$ cat config.mk
export PLATFORM = sky130hd
export DESIGN_NAME = byte_divider_seq
export DESIGN_NICKNAME = d
export VERILOG_FILES = /design/src/rtl/byte_divider_seq.sv
export SDC_FILE = /design/constraint.sdc
export NUM_CORES = 1
export LEC_CHECK = 0
export BUFFER_PORTS_ARGS = -buffer_cell sky130_fd_sc_hd__buf_4
export CORE_MARGIN = 4
export CORE_UTILIZATION = 51
export DETAILED_ROUTE_END_ITERATION = 12
export PLACE_DENSITY = 0.72
export SYNTH_ARGS = -nofsm -noshare
export SYNTH_HDL_FRONTEND = slang
export SYNTH_SLANG_ARGS = --single-unit
export TNS_END_PERCENT = 30
$ cat constraint.sdc
create_clock -name clk -period 1.9 [get_ports clk]
set_input_delay 0.095 -clock clk [delete_from_list [all_inputs] [get_ports clk]]
set_output_delay 0.095 -clock clk [all_outputs]
set_load 0.01 [all_outputs]
$ cat src/rtl/byte_divider_seq.sv
// Sequential restoring divider: DIVIDEND_W-bit dividend / DIVISOR_W-bit divisor,
// one quotient bit per clock, with a start/busy/done handshake.
module byte_divider_seq #(
    parameter int DIVIDEND_W = 16,
    parameter int DIVISOR_W  = 8
) (
    input  logic                  clk,
    input  logic                  rst,
    input  logic                  start,
    input  logic [DIVIDEND_W-1:0] dividend,
    input  logic [DIVISOR_W-1:0]  divisor,
    output logic [DIVIDEND_W-1:0] quotient,
    output logic [DIVISOR_W-1:0]  remainder,
    output logic                  busy,
    output logic                  done,
    output logic                  div_by_zero
);

    localparam int CNT_W = (DIVIDEND_W > 1) ? $clog2(DIVIDEND_W) : 1;
    localparam logic [CNT_W-1:0] LAST_CNT = CNT_W'(DIVIDEND_W - 1);

    typedef enum logic [1:0] {S_IDLE, S_RUN, S_DONE} state_t;

    state_t                state_q, state_d;
    logic [DIVIDEND_W-1:0] dividend_sr_q, dividend_sr_d;
    logic [DIVIDEND_W-1:0] quotient_sr_q, quotient_sr_d;
    logic [DIVISOR_W:0]    partial_q, partial_d;
    logic [DIVISOR_W-1:0]  divisor_q, divisor_d;
    logic [CNT_W-1:0]      count_q, count_d;
    logic [DIVIDEND_W-1:0] quotient_q, quotient_d;
    logic [DIVISOR_W-1:0]  remainder_q, remainder_d;
    logic                  dbz_q, dbz_d;

    logic                  accept;
    logic [DIVISOR_W:0]    trial;
    logic [DIVISOR_W:0]    diff;
    logic                  take;
    logic [DIVISOR_W:0]    partial_step;

    assign accept = start && ((state_q == S_IDLE) || (state_q == S_DONE));

    // One restoring step; the extra partial bit keeps the trial from overflowing.
    always_comb begin
        trial        = {partial_q[DIVISOR_W-1:0], dividend_sr_q[DIVIDEND_W-1]};
        diff         = trial - {1'b0, divisor_q};
        take         = (trial >= {1'b0, divisor_q});
        partial_step = take ? diff : trial;
    end

    // State register
    always_ff @(posedge clk) begin
        if (rst) begin
            state_q <= S_IDLE;
        end else begin
            state_q <= state_d;
        end
    end

    // Next-state logic
    always_comb begin
        state_d = state_q;
        case (state_q)
            S_IDLE, S_DONE: begin
                if (start) begin
                    state_d = (divisor == '0) ? S_DONE : S_RUN;
                end else begin
                    state_d = S_IDLE;
                end
            end
            S_RUN: begin
                if (count_q == LAST_CNT) begin
                    state_d = S_DONE;
                end
            end
            default: state_d = S_IDLE;
        endcase
    end

    // Output logic
    always_comb begin
        busy = (state_q == S_RUN);
        done = (state_q == S_DONE);
    end

    always_comb begin
        dividend_sr_d = dividend_sr_q;
        quotient_sr_d = quotient_sr_q;
        partial_d     = partial_q;
        divisor_d     = divisor_q;
        count_d       = count_q;
        quotient_d    = quotient_q;
        remainder_d   = remainder_q;
        dbz_d         = dbz_q;
        if (accept) begin
            if (divisor == '0) begin
                quotient_d  = '1;
                remainder_d = '0;
                dbz_d       = 1'b1;
            end else begin
                dividend_sr_d = dividend;
                divisor_d     = divisor;
                quotient_sr_d = '0;
                partial_d     = '0;
                count_d       = '0;
                dbz_d         = 1'b0;
            end
        end else if (state_q == S_RUN) begin
            partial_d     = partial_step;
            dividend_sr_d = {dividend_sr_q[DIVIDEND_W-2:0], 1'b0};
            quotient_sr_d = {quotient_sr_q[DIVIDEND_W-2:0], take};
            count_d       = count_q + CNT_W'(1);
            // Final step publishes the result including the bit just computed.
            if (count_q == LAST_CNT) begin
                quotient_d  = {quotient_sr_q[DIVIDEND_W-2:0], take};
                remainder_d = partial_step[DIVISOR_W-1:0];
                count_d     = '0;
            end
        end
    end

    always_ff @(posedge clk) begin
        if (rst) begin
            dividend_sr_q <= '0;
            quotient_sr_q <= '0;
            partial_q     <= '0;
            divisor_q     <= '0;
            count_q       <= '0;
            quotient_q    <= '0;
            remainder_q   <= '0;
            dbz_q         <= 1'b0;
        end else begin
            dividend_sr_q <= dividend_sr_d;
            quotient_sr_q <= quotient_sr_d;
            partial_q     <= partial_d;
            divisor_q     <= divisor_d;
            count_q       <= count_d;
            quotient_q    <= quotient_d;
            remainder_q   <= remainder_d;
            dbz_q         <= dbz_d;
        end
    end

    assign quotient    = quotient_q;
    assign remainder   = remainder_q;
    assign div_by_zero = dbz_q;

endmodule
# [Word level (Yosys, flattened, before mapping)]
# Cells that the tools add are included.
[word_totals] regBits=78 input_bits=27 output_inout_bits=27 elab_cells=56
[classes] addsub=2 order_cmp=1 n_eq_ne=6 n_mux=27 bitwise=1 reduce_logical=10
[op_table] cell="16-bit 2-to-1 mux" n=7
[op_table] cell="8-bit 2-to-1 mux" n=8
[op_table] cell="15-bit 2-to-1 mux" n=3
[op_table] cell="4-bit 2-to-1 mux" n=4
[op_table] cell="9-bit by 8-bit greater-or-equal comparator with 1-bit output" n=1
[op_table] cell="8-bit logical NOT" n=1
[op_table] cell="8-bit subtractor" n=1
[op_table] cell="2-bit 2-to-1 mux" n=3
[op_table] cell="4-bit by 1-bit adder with 4-bit output (second input constant)" n=1
[op_table] cell="4-bit == test (second input constant)" n=1
[op_table] cell="2-bit by 1-bit inequality test with 1-bit output (second input constant)" n=2
[op_table] cell="2-bit case mux with 2 select lines" n=1
[op_table] cell="2-bit AND reduction" n=2
[op_table] cell="2-bit nonzero test" n=2
[op_table] cell="3-bit AND reduction" n=1
[op_table] cell="2-bit by 1-bit == test with 1-bit output (second input constant)" n=1
[op_table] cell="2-bit == test (second input constant)" n=1
[op_table] cell="2-bit logical NOT" n=1
[op_table] cell="2-bit inequality test (second input constant)" n=1
[op_table] cell="2-bit OR reduction" n=1
[op_table] cell="1-bit logical AND" n=1
[op_table] cell="1-bit logical OR" n=1
[op_table] cell="1-bit 2-to-1 mux" n=1
[op_table] cell="1-bit NOT" n=1

# [Longest topological paths before layout]
# Gate-level depths: netlist of run 1.
[depth] ltp_word=5 mapped_depth=8 ltp_nobuf=8

# [Worst setup path after synthesis of run 1]
# No wires, ideal clock.
[synth_path] path_type="flip-flop to flip-flop" from="register divisor_q[4]" to="register remainder_q[4], in the netlist remainder[4]" setup_ns=0.117 t_arrival_ns=1.932 t_required_ns=1.783 path_slack_ns=-0.150 path_stages_with_launch=9 path_buffers=1 period_less_slack_ns=2.050 path_cell_list="dfxtp_1 -> inv_1 -> ha_1 -> a21oi_1 -> nand2_1 -> o221a_2 -> clkbuf_1 -> or3_1 -> a32o_1"
[synth_between] elab_chain_cells=5 elab_cells_between_ends=6 cone_classes="add/sub: 1; order compare: 1; mux: 4"
[synth_rtl] item="start: declaration" line_no="28" text="logic [DIVISOR_W-1:0] divisor_q, divisor_d;"
[synth_rtl] item="start signal: assignment" line_no="135" text="divisor_q <= divisor_d;"
[synth_rtl] item="8-bit subtractor or 9-bit by 8-bit greater-or-equal comparator with 1-bit output (tied branches)" line_no="45, 46"
[synth_rtl] item="8-bit 2-to-1 mux *" line_no="47" text="partial_step = take ? diff : trial;"
[synth_rtl] item="8-bit 2-to-1 mux *" line_no="113" text="if (count_q == LAST_CNT) begin"
[synth_rtl] item="8-bit 2-to-1 mux *" line_no="107" text="end else if (state_q == S_RUN) begin"
[synth_rtl] item="8-bit 2-to-1 mux *" line_no="94" text="if (accept) begin"
[synth_rtl] item="end signal: assignment" line_no="138" text="remainder_q <= remainder_d;"
[synth_rtl] item="end: declaration" line_no="31" text="logic [DIVISOR_W-1:0] remainder_q, remainder_d;"
# Mark *: on every way between the ends. The rest lies on a longest branch, timed or not. The select of a mux whose other input is x is not followed.
# A chain may end at the register's enable or synchronous reset.

# [Worst setup path after layout of run 1]
[layout_path] from="register partial_q[6]" to="register remainder_q[3], in the netlist remainder[3]"
[layout_between] elab_chain_cells=5
[layout_rtl] item="start: declaration" line_no="27" text="logic [DIVISOR_W:0] partial_q, partial_d;"
[layout_rtl] item="start signal: assignment" line_no="134" text="partial_q <= partial_d;"
[layout_rtl] item="9-bit by 8-bit greater-or-equal comparator with 1-bit output" line_no="46" text="take = (trial >= {1'b0, divisor_q});"
[layout_rtl] item="8-bit 2-to-1 mux" line_no="47"
[layout_rtl] item="8-bit 2-to-1 mux" line_no="113"
[layout_rtl] item="8-bit 2-to-1 mux" line_no="107"
[layout_rtl] item="8-bit 2-to-1 mux" line_no="94"
# No other way between the ends. The select of a mux whose other input is x is not followed.

==> reports/results.txt, run 1 <==
initial antenna violation count - 0
Stages on worst setup path - 4
fin area - 0.00465 mm2
fmax - 533 MHz
Combinational Power Share - 42.4%
largest net degree at the start of global routing - 35
Final Hold Fails - 0
Avg Cell Area, Syn - 8.82 um2
sequential element share of the synthesized area - 44.8%
Setup violations, final - 0
Distinct cells, synth - 50
R2R depth - 4
Slew @ Worst Pin - 0.402 ns
Crit. End Element - flop
Flop pwr share - 36.3%
worst slack at placement - -0.0492 ns
Clk pwr share - 21.3%
RSZ-0062 raised after global routing - yes
grt met1 use - 27.4%
synth cell count leaders - 78 x dfxtp_1, 56 x nand2_1, 47 x nor2_1, 21 x clkbuf_1, 20 x a21oi_1
Worst EP arrival - 2.11 ns
P per Cell Area - 1080 mW/mm2
Buf+Inv Stages, Crit Path - 0
die area - 0.00821 mm2
post-synthesis async set-or-reset flop share - 0%
DP Area - 0.00420 mm2
Crit Path Category - reg2reg
hold depth - 3
H-tree Lvls - 3
ys flop type - dfxtp_1
relative slew slack - 73.1%
VDD IR-drop max - 658 uV
Worst Setup Slack, final - 0.0255 ns
Layout area overhead - 33.7%
DRT antenna net count - 0
DR iter-0 viols - 245
P_sw - 1730 uW
MaxCap Viol Count - 0
clock-pin transition on the worst setup and hold timing paths - 0.08 ns
met3 usage - 5.50%
GP Congestion - 0.919
n_diodes - 0
CP max stage delay - 0.47 ns
YS warnings - 0
Critical Path Source Type - flop
Internal Power - 3300 uW
GRT Max-Usage Layer - met2
DR WL/cell - 16.1 um
die outline height - 90.6 um
outcome - finished, final reports clean
Final Skew - 0.00731 ns
final worst-path cycle share - 98.7%
Switching Fraction - 34.4%
top-count cell post-synth - dfxtp_1
crit path max fanout - 6
Mapped Cells - 395
clk sink count - 78
delay-heaviest family, CP - compound AO/OA/AOI/OAI gates
Static Leak - 0.00190 uW
Post-Syn Area - 0.00348 mm2
GR Util met2 - 33.4%
vias in the first global route - 3020
Yosys top cell area share - 44.8%
I/O Buffers - 53
Starting Density - 53.6%
Pins Over Slew Limit - 0
Critical Path RT - 2.14 ns
Synth area leaders - dfxtp_1 45%, nand2_1 6.0%, o221a_2 5.2%, nor2_1 5.1%, a311oi_1 3.8%
CP max-delay cell - dfxtp_1
nets - 513
Total Wirelength - 8960 um
vias per std cell - 5.88
Core Region - 0.00649 mm2
DRT Pass-1 Iters - 4
Ports - 54
EDFF count, synth - 0
Final min period - 1.87 ns
leading area contributor after synthesis - dfxtp_1
Cell Rows - 29
hold slack - 0.0128 ns
placed insts - 533
clock root cell - clkbuf_8
Total GRT Usage - 21.0%
first-pass GRT wire length - 14300 um
Core Util, Final - 71.7%
share of layout cells above drive strength 1 - 37.2%
Finished Layout Cells - 558
synthesized net count - 432
Yosys reg bits - 78
cts bufs inserted - 9
DRC - 0
GRT overflow - 0
vias post-DR - 3282
CTS Buffer Depth - 2
Hold/Removal Path Class - in2reg
die width - 90.6 um
CTS tree - yes
Final HPWL DP - 6070 um
crit-path cells - ha_4, a211o_1, or3_4, a32o_1
clk_lat worst skew - 0.34 ns
[worst paths after layout]
path	startpoint	endpoint	slack (ns)
max	partial_q[6]$_SDFFE_PP0P_	remainder[3]$_SDFFE_PP0P_	0.03
min	dividend[3]	dividend_sr_q[3]$_SDFFE_PP0P_	0.01
max reg2reg	partial_q[6]$_SDFFE_PP0P_	remainder[3]$_SDFFE_PP0P_	0.03
min reg2reg	divisor_q[3]$_SDFFE_PP0P_	divisor_q[3]$_SDFFE_PP0P_	0.46
[metrics by stage]
step | setup TNS [ns] | total power, uW
floorplan | -0.0102 | 2820
global placement | -0.0327 | 3400
detailed placement | -0.239 | 3420
CTS | -0.0285 | 4550
global route | -0.540 | 5300
finish | 0 | 5020
[kinds of logic after synthesis]
kind of cell	Yosys count	synth area share, %
mux	2	0.575
compound gates	111	25.0
fa+ha+maj	10	3.81
xor+xnor	1	0.252
flops	78	44.8
simple gates	148	19.4
buf+inv	45	6.07
[metal layers]
layer  vias to the layer above  share of wire, %
met1                      1550                45
met5                         -                 0
met4                         0               2.0
met3                        16               5.9
li1                       1606                 -
met2                       110                47
[sequential cells by signal, summed over array words and instances (netlist names)]
register,flops
dividend_sr_q,16
quotient,16
quotient_sr_q,15
divisor_q,8
partial_q,8
remainder,8
count_q,4
state_q,2
div_by_zero,1
[cell usage in the layout, fill, tap and decap left out, drive strengths merged, types with 3 or more instances in the layout]
cell type	count
a311oi	16
buf	97
dfxtp	78
a21oi	20
nor3b	3
a22oi	17
nor2	47
nand2	58
o22ai	3
and3	3
o211ai	4
or3	6
dlygate4sd3	5
nand4	7
inv	13
clkinv	3
o221a	16
o21ai	9
ha	9
a31oi	3
a32o	7
a21boi	4
nand2b	6
clkbuf	12
nand3	8
[worst register-to-register path: cells and delay by family, from the launching register on]
| family | cells | cell delay [ns] |
|---|---|---|
| AOI/OAI and AO/OA | 2 | 0.63 |
| adders and majority gates | 1 | 0.27 |
| and+or+nand+nor | 1 | 0.40 |
| DFF | 1 | 0.47 |
[power by group through the flow]
stage                     registers [uW]  clock network [uW]  logic (uW)
after floorplan                     1820                   0         997
after detailed placement            1840                   0        1580
final                               1820                1070        2130
after CTS                           1810                1100        1650
after global routing                1830                1170        2300
after global placement              1840                   0        1560
[timing repair]
action / 4_1_cts / 5_1_grt
setup endpoints to repair: 13 / 17
hold endpoints to repair: 5 / 0
resized for setup: 8 / 45
setup buffers: 0 / 4
hold buffers: 5 / 0
pin swaps: 2 / 13
[area by class of cell]
class,count,area [um2]
repair buffers,102,807
well taps,77,96.3
multi-input cells,272,1960
flip-flops and latches,78,1570
fillers,486,1840
inverters,13,48.8
clock inverters,4,22.5
clock buffers,12,145
(Power assumes the default switching activity.)
==> inputs of run 2 (changes only) <==
--- a/config.mk
+++ b/config.mk
@@ -5,11 +5,12 @@
 export SDC_FILE = /design/constraint.sdc
 export NUM_CORES = 1
 export LEC_CHECK = 0
+export ABC_AREA = 1
 export BUFFER_PORTS_ARGS = -buffer_cell sky130_fd_sc_hd__buf_4
 export CORE_MARGIN = 4
 export CORE_UTILIZATION = 51
 export DETAILED_ROUTE_END_ITERATION = 12
-export PLACE_DENSITY = 0.72
+export PLACE_DENSITY = 0.71
 export SYNTH_ARGS = -nofsm -noshare
 export SYNTH_HDL_FRONTEND = slang
 export SYNTH_SLANG_ARGS = --single-unit
==> reports/results.txt, run 2 <==
outcome - finished, final reports clean (unchanged)
Hold/Removal Path Class - in2reg (unchanged)
R2R Path End - remainder[7]$_SDFFE_PP0P_ (was remainder[3]$_SDFFE_PP0P_)
Critical Path RT - 2.16 ns (was 2.14 ns)
ys flop type - dfxtp_1 (unchanged)
synthesized net count - 544 (was 432)
die outline height - 93.0 um (was 90.6 um)
synth cell count leaders - 120 x nand2_1, 78 x dfxtp_1, 77 x inv_1, 36 x nand3_1, 31 x a21oi_1 (was 78 x dfxtp_1, 56 x nand2_1, 47 x nor2_1, 21 x clkbuf_1, 20 x a21oi_1)
RSZ-0062 raised after global routing - yes (unchanged)
EDFF count, synth - 0 (unchanged)
clk_lat worst skew - 0.35 ns (was 0.34 ns)
share of layout cells above drive strength 1 - 17.8% (was 37.2%)
Distinct cells, synth - 29 (was 50)
nets - 594 (was 513)
initial antenna violation count - 0 (unchanged)
vias per std cell - 5.09 (was 5.88)
DR WL/cell - 12.7 um (was 16.1 um)
Final HPWL DP - 5690 um (was 6070 um)
Avg Cell Area, Syn - 7.26 um2 (was 8.82 um2)
crit path launch - partial_q[5]$_SDFFE_PP0P_ (was partial_q[6]$_SDFFE_PP0P_)
post-synthesis async set-or-reset flop share - 0% (unchanged)
relative slew slack - 71.5% (was 73.1%)
Setup violations, final - 0 (unchanged)
DR iter-0 viols - 169 (was 245)
CTS tree - yes (unchanged)
Core Region - 0.00691 mm2 (was 0.00649 mm2)
I/O Buffers - 53 (unchanged)
YS warnings - 0 (unchanged)
cts bufs inserted - 9 (unchanged)
DRT Pass-1 Iters - 4 (unchanged)
DP Area - 0.00416 mm2 (was 0.00420 mm2)
Yosys top cell area share - 42.4% (was 44.8%)
die area - 0.00864 mm2 (was 0.00821 mm2)
P per Cell Area - 989 mW/mm2 (was 1080 mW/mm2)
setup TNS - 0 ns (unchanged)
GRT overflow - 0 (unchanged)
GP Congestion - 0.837 (was 0.919)
Crit. End Element - flop (unchanged)
fmax - 572 MHz (was 533 MHz)
vias in the first global route - 3227 (was 3020)
final worst-path cycle share - 91.9% (was 98.7%)
post-CTS setup buffer count - 0 (unchanged)
Yosys reg bits - 78 (unchanged)
Layout area overhead - 21.1% (was 33.7%)
crit path max fanout - 9 (was 6)
Final min period - 1.75 ns (was 1.87 ns)
Post-Syn Area - 0.00368 mm2 (was 0.00348 mm2)
VDD IR-drop max - 613 uV (was 658 uV)
die width - 93.0 um (was 90.6 um)
total design power - 4410 uW (was 5020 uW)
MaxCap Viol Count - 0 (unchanged)
min-delay src - dividend[0] (was dividend[3])
R2R depth - 11 (was 4)
R2R Setup Slk - 0.15 ns (was 0.03 ns)
Slew @ Worst Pin - 0.427 ns (was 0.402 ns)
first-pass GRT wire length - 14100 um (was 14300 um)
Worst EP arrival - 2.01 ns (was 2.11 ns)
Mapped Cells - 507 (was 395)
clk sink count - 78 (unchanged)
leading area contributor after synthesis - dfxtp_1 (unchanged)
Final Hold Fails - 0 (unchanged)
Cell Rows - 30 (was 29)
DRT antenna net count - 0 (unchanged)
Static Leak - 0.00215 uW (was 0.00190 uW)
Crit Path Category - reg2reg (unchanged)
Pins Over Slew Limit - 0 (unchanged)
Critical Path End - remainder[7]$_SDFFE_PP0P_ (was remainder[3]$_SDFFE_PP0P_)
Starting Density - 53.3% (was 53.6%)
Critical Path Source Type - flop (unchanged)
H-tree Lvls - 3 (unchanged)
hold slack - 0.00123 ns (was 0.0128 ns)
sequential element share of the synthesized area - 42.4% (was 44.8%)
vias post-DR - 3346 (was 3282)
DRC - 0 (unchanged)
largest net degree at the start of global routing - 40 (was 35)
Total GRT Usage - 19.9% (was 21.0%)
Synth area leaders - dfxtp_1 42%, nand2_1 12%, inv_1 7.9%, nand3_1 4.9%, a21oi_1 4.2% (was dfxtp_1 45%, nand2_1 6.0%, o221a_2 5.2%, nor2_1 5.1%, a311oi_1 3.8%)
CTS Buffer Depth - 2 (unchanged)
commonest non-fill, non-tap cells in the layout - 120 x nand2_1, 78 x dfxtp_1, 77 x inv_1 (was 94 x buf_4, 68 x dfxtp_1, 55 x nand2_1)
Total Wirelength - 8360 um (was 8960 um)
commonest non-fill, non-tap cell in the layout - nand2_1 (was buf_4)
clock-pin transition on the worst setup and hold timing paths - 0.09 ns (was 0.08 ns)
reg-to-reg startpoint - partial_q[5]$_SDFFE_PP0P_ (was partial_q[6]$_SDFFE_PP0P_)
clock root cell - clkbuf_8 (unchanged)
top-count cell post-synth - nand2_1 (was dfxtp_1)
Ports - 54 (unchanged)
Final Skew - 0.00700 ns (was 0.00731 ns)
n_diodes - 0 (unchanged)
fin area - 0.00446 mm2 (was 0.00465 mm2)
## run 2: critical path, stage by stage, from the launching register on
cell,delay (ns)
dfxtp_1,0.40
ha_2,0.33
nand2_1,0.07
nand2_1,0.07
nand2_1,0.06
nand2_1,0.11
inv_1,0.11
nand4_4,0.16
nand3_1,0.13
nand3_1,0.10
nand2_1,0.07
inv_1,0.03
## run 2: cells by family after synthesis
family	count (synthesis)	synth area share (%)
buffers and inverters	112	12.6
DFF	78	42.4
AOI/OAI and AO/OA	105	16.5
adders and majority gates	10	3.60
xor gates and xnor gates	3	0.714
and+or+nand+nor	199	24.1
## run 2: repair_timing
item / 4_1_cts / 5_1_grt
endpoints found under the setup margin: 0 / 17
hold endpoints to repair: 3 / 0
hold buffers: 3 / 0
gates resized for setup: 0 / 10
## run 2: area by class of cell
cell class / count / area, um2
clock buffer: 9 / 124
clock inverter: 7 / 80.1
fill: 662 / 2450
inverter: 85 / 319
multi-input combinational: 318 / 1720
sequential: 78 / 1560
tap: 96 / 120
timing repair buffer: 65 / 533
## run 2: per-stage QoR
stage / cells / worst slack (ns) / utilization, %
2_1_floorplan: 507 / 0.307 / -
3_3_place_gp: 638 / 0.0894 / 60.2
3_5_place_dp: 638 / 0.0628 / 60.2
4_1_cts: 657 / 0.0643 / 63.6
5_1_grt: 658 / -0.00797 / 64.5
6_report: 658 / 0.153 / 64.5
## run 2: per-layer routing
layer	routed length, um	GRT usage [%]	vias to the layer above
met5	0	0	-
met4	223	9.04	0
met3	245	3.57	20
met2	4100	34.7	45
met1	3800	23.8	1530
li1	-	-	1751
## run 2: report_power, final
part	switching (uW)	leakage, uW	total [uW]	internal (uW)
logic	727	0.00141	1220	498
registers	93.1	0.000641	1870	1770
clock network	688	0.000103	1320	628
## run 2: worst min path at each step
stage	end	slack (ns)	cells after the start
6_report	dividend_sr_q[0]$_SDFFE_PP0P_	0.001	3
5_1_grt	dividend_sr_q[3]$_SDFFE_PP0P_	0.01	3
4_1_cts	dividend_sr_q[0]$_SDFFE_PP0P_	0.004	3
3_5_place_dp	divisor_q[2]$_SDFFE_PP0P_	0.34	3
3_3_place_gp	divisor_q[2]$_SDFFE_PP0P_	0.34	3
2_1_floorplan	divisor_q[0]$_SDFFE_PP0P_	0.23	2
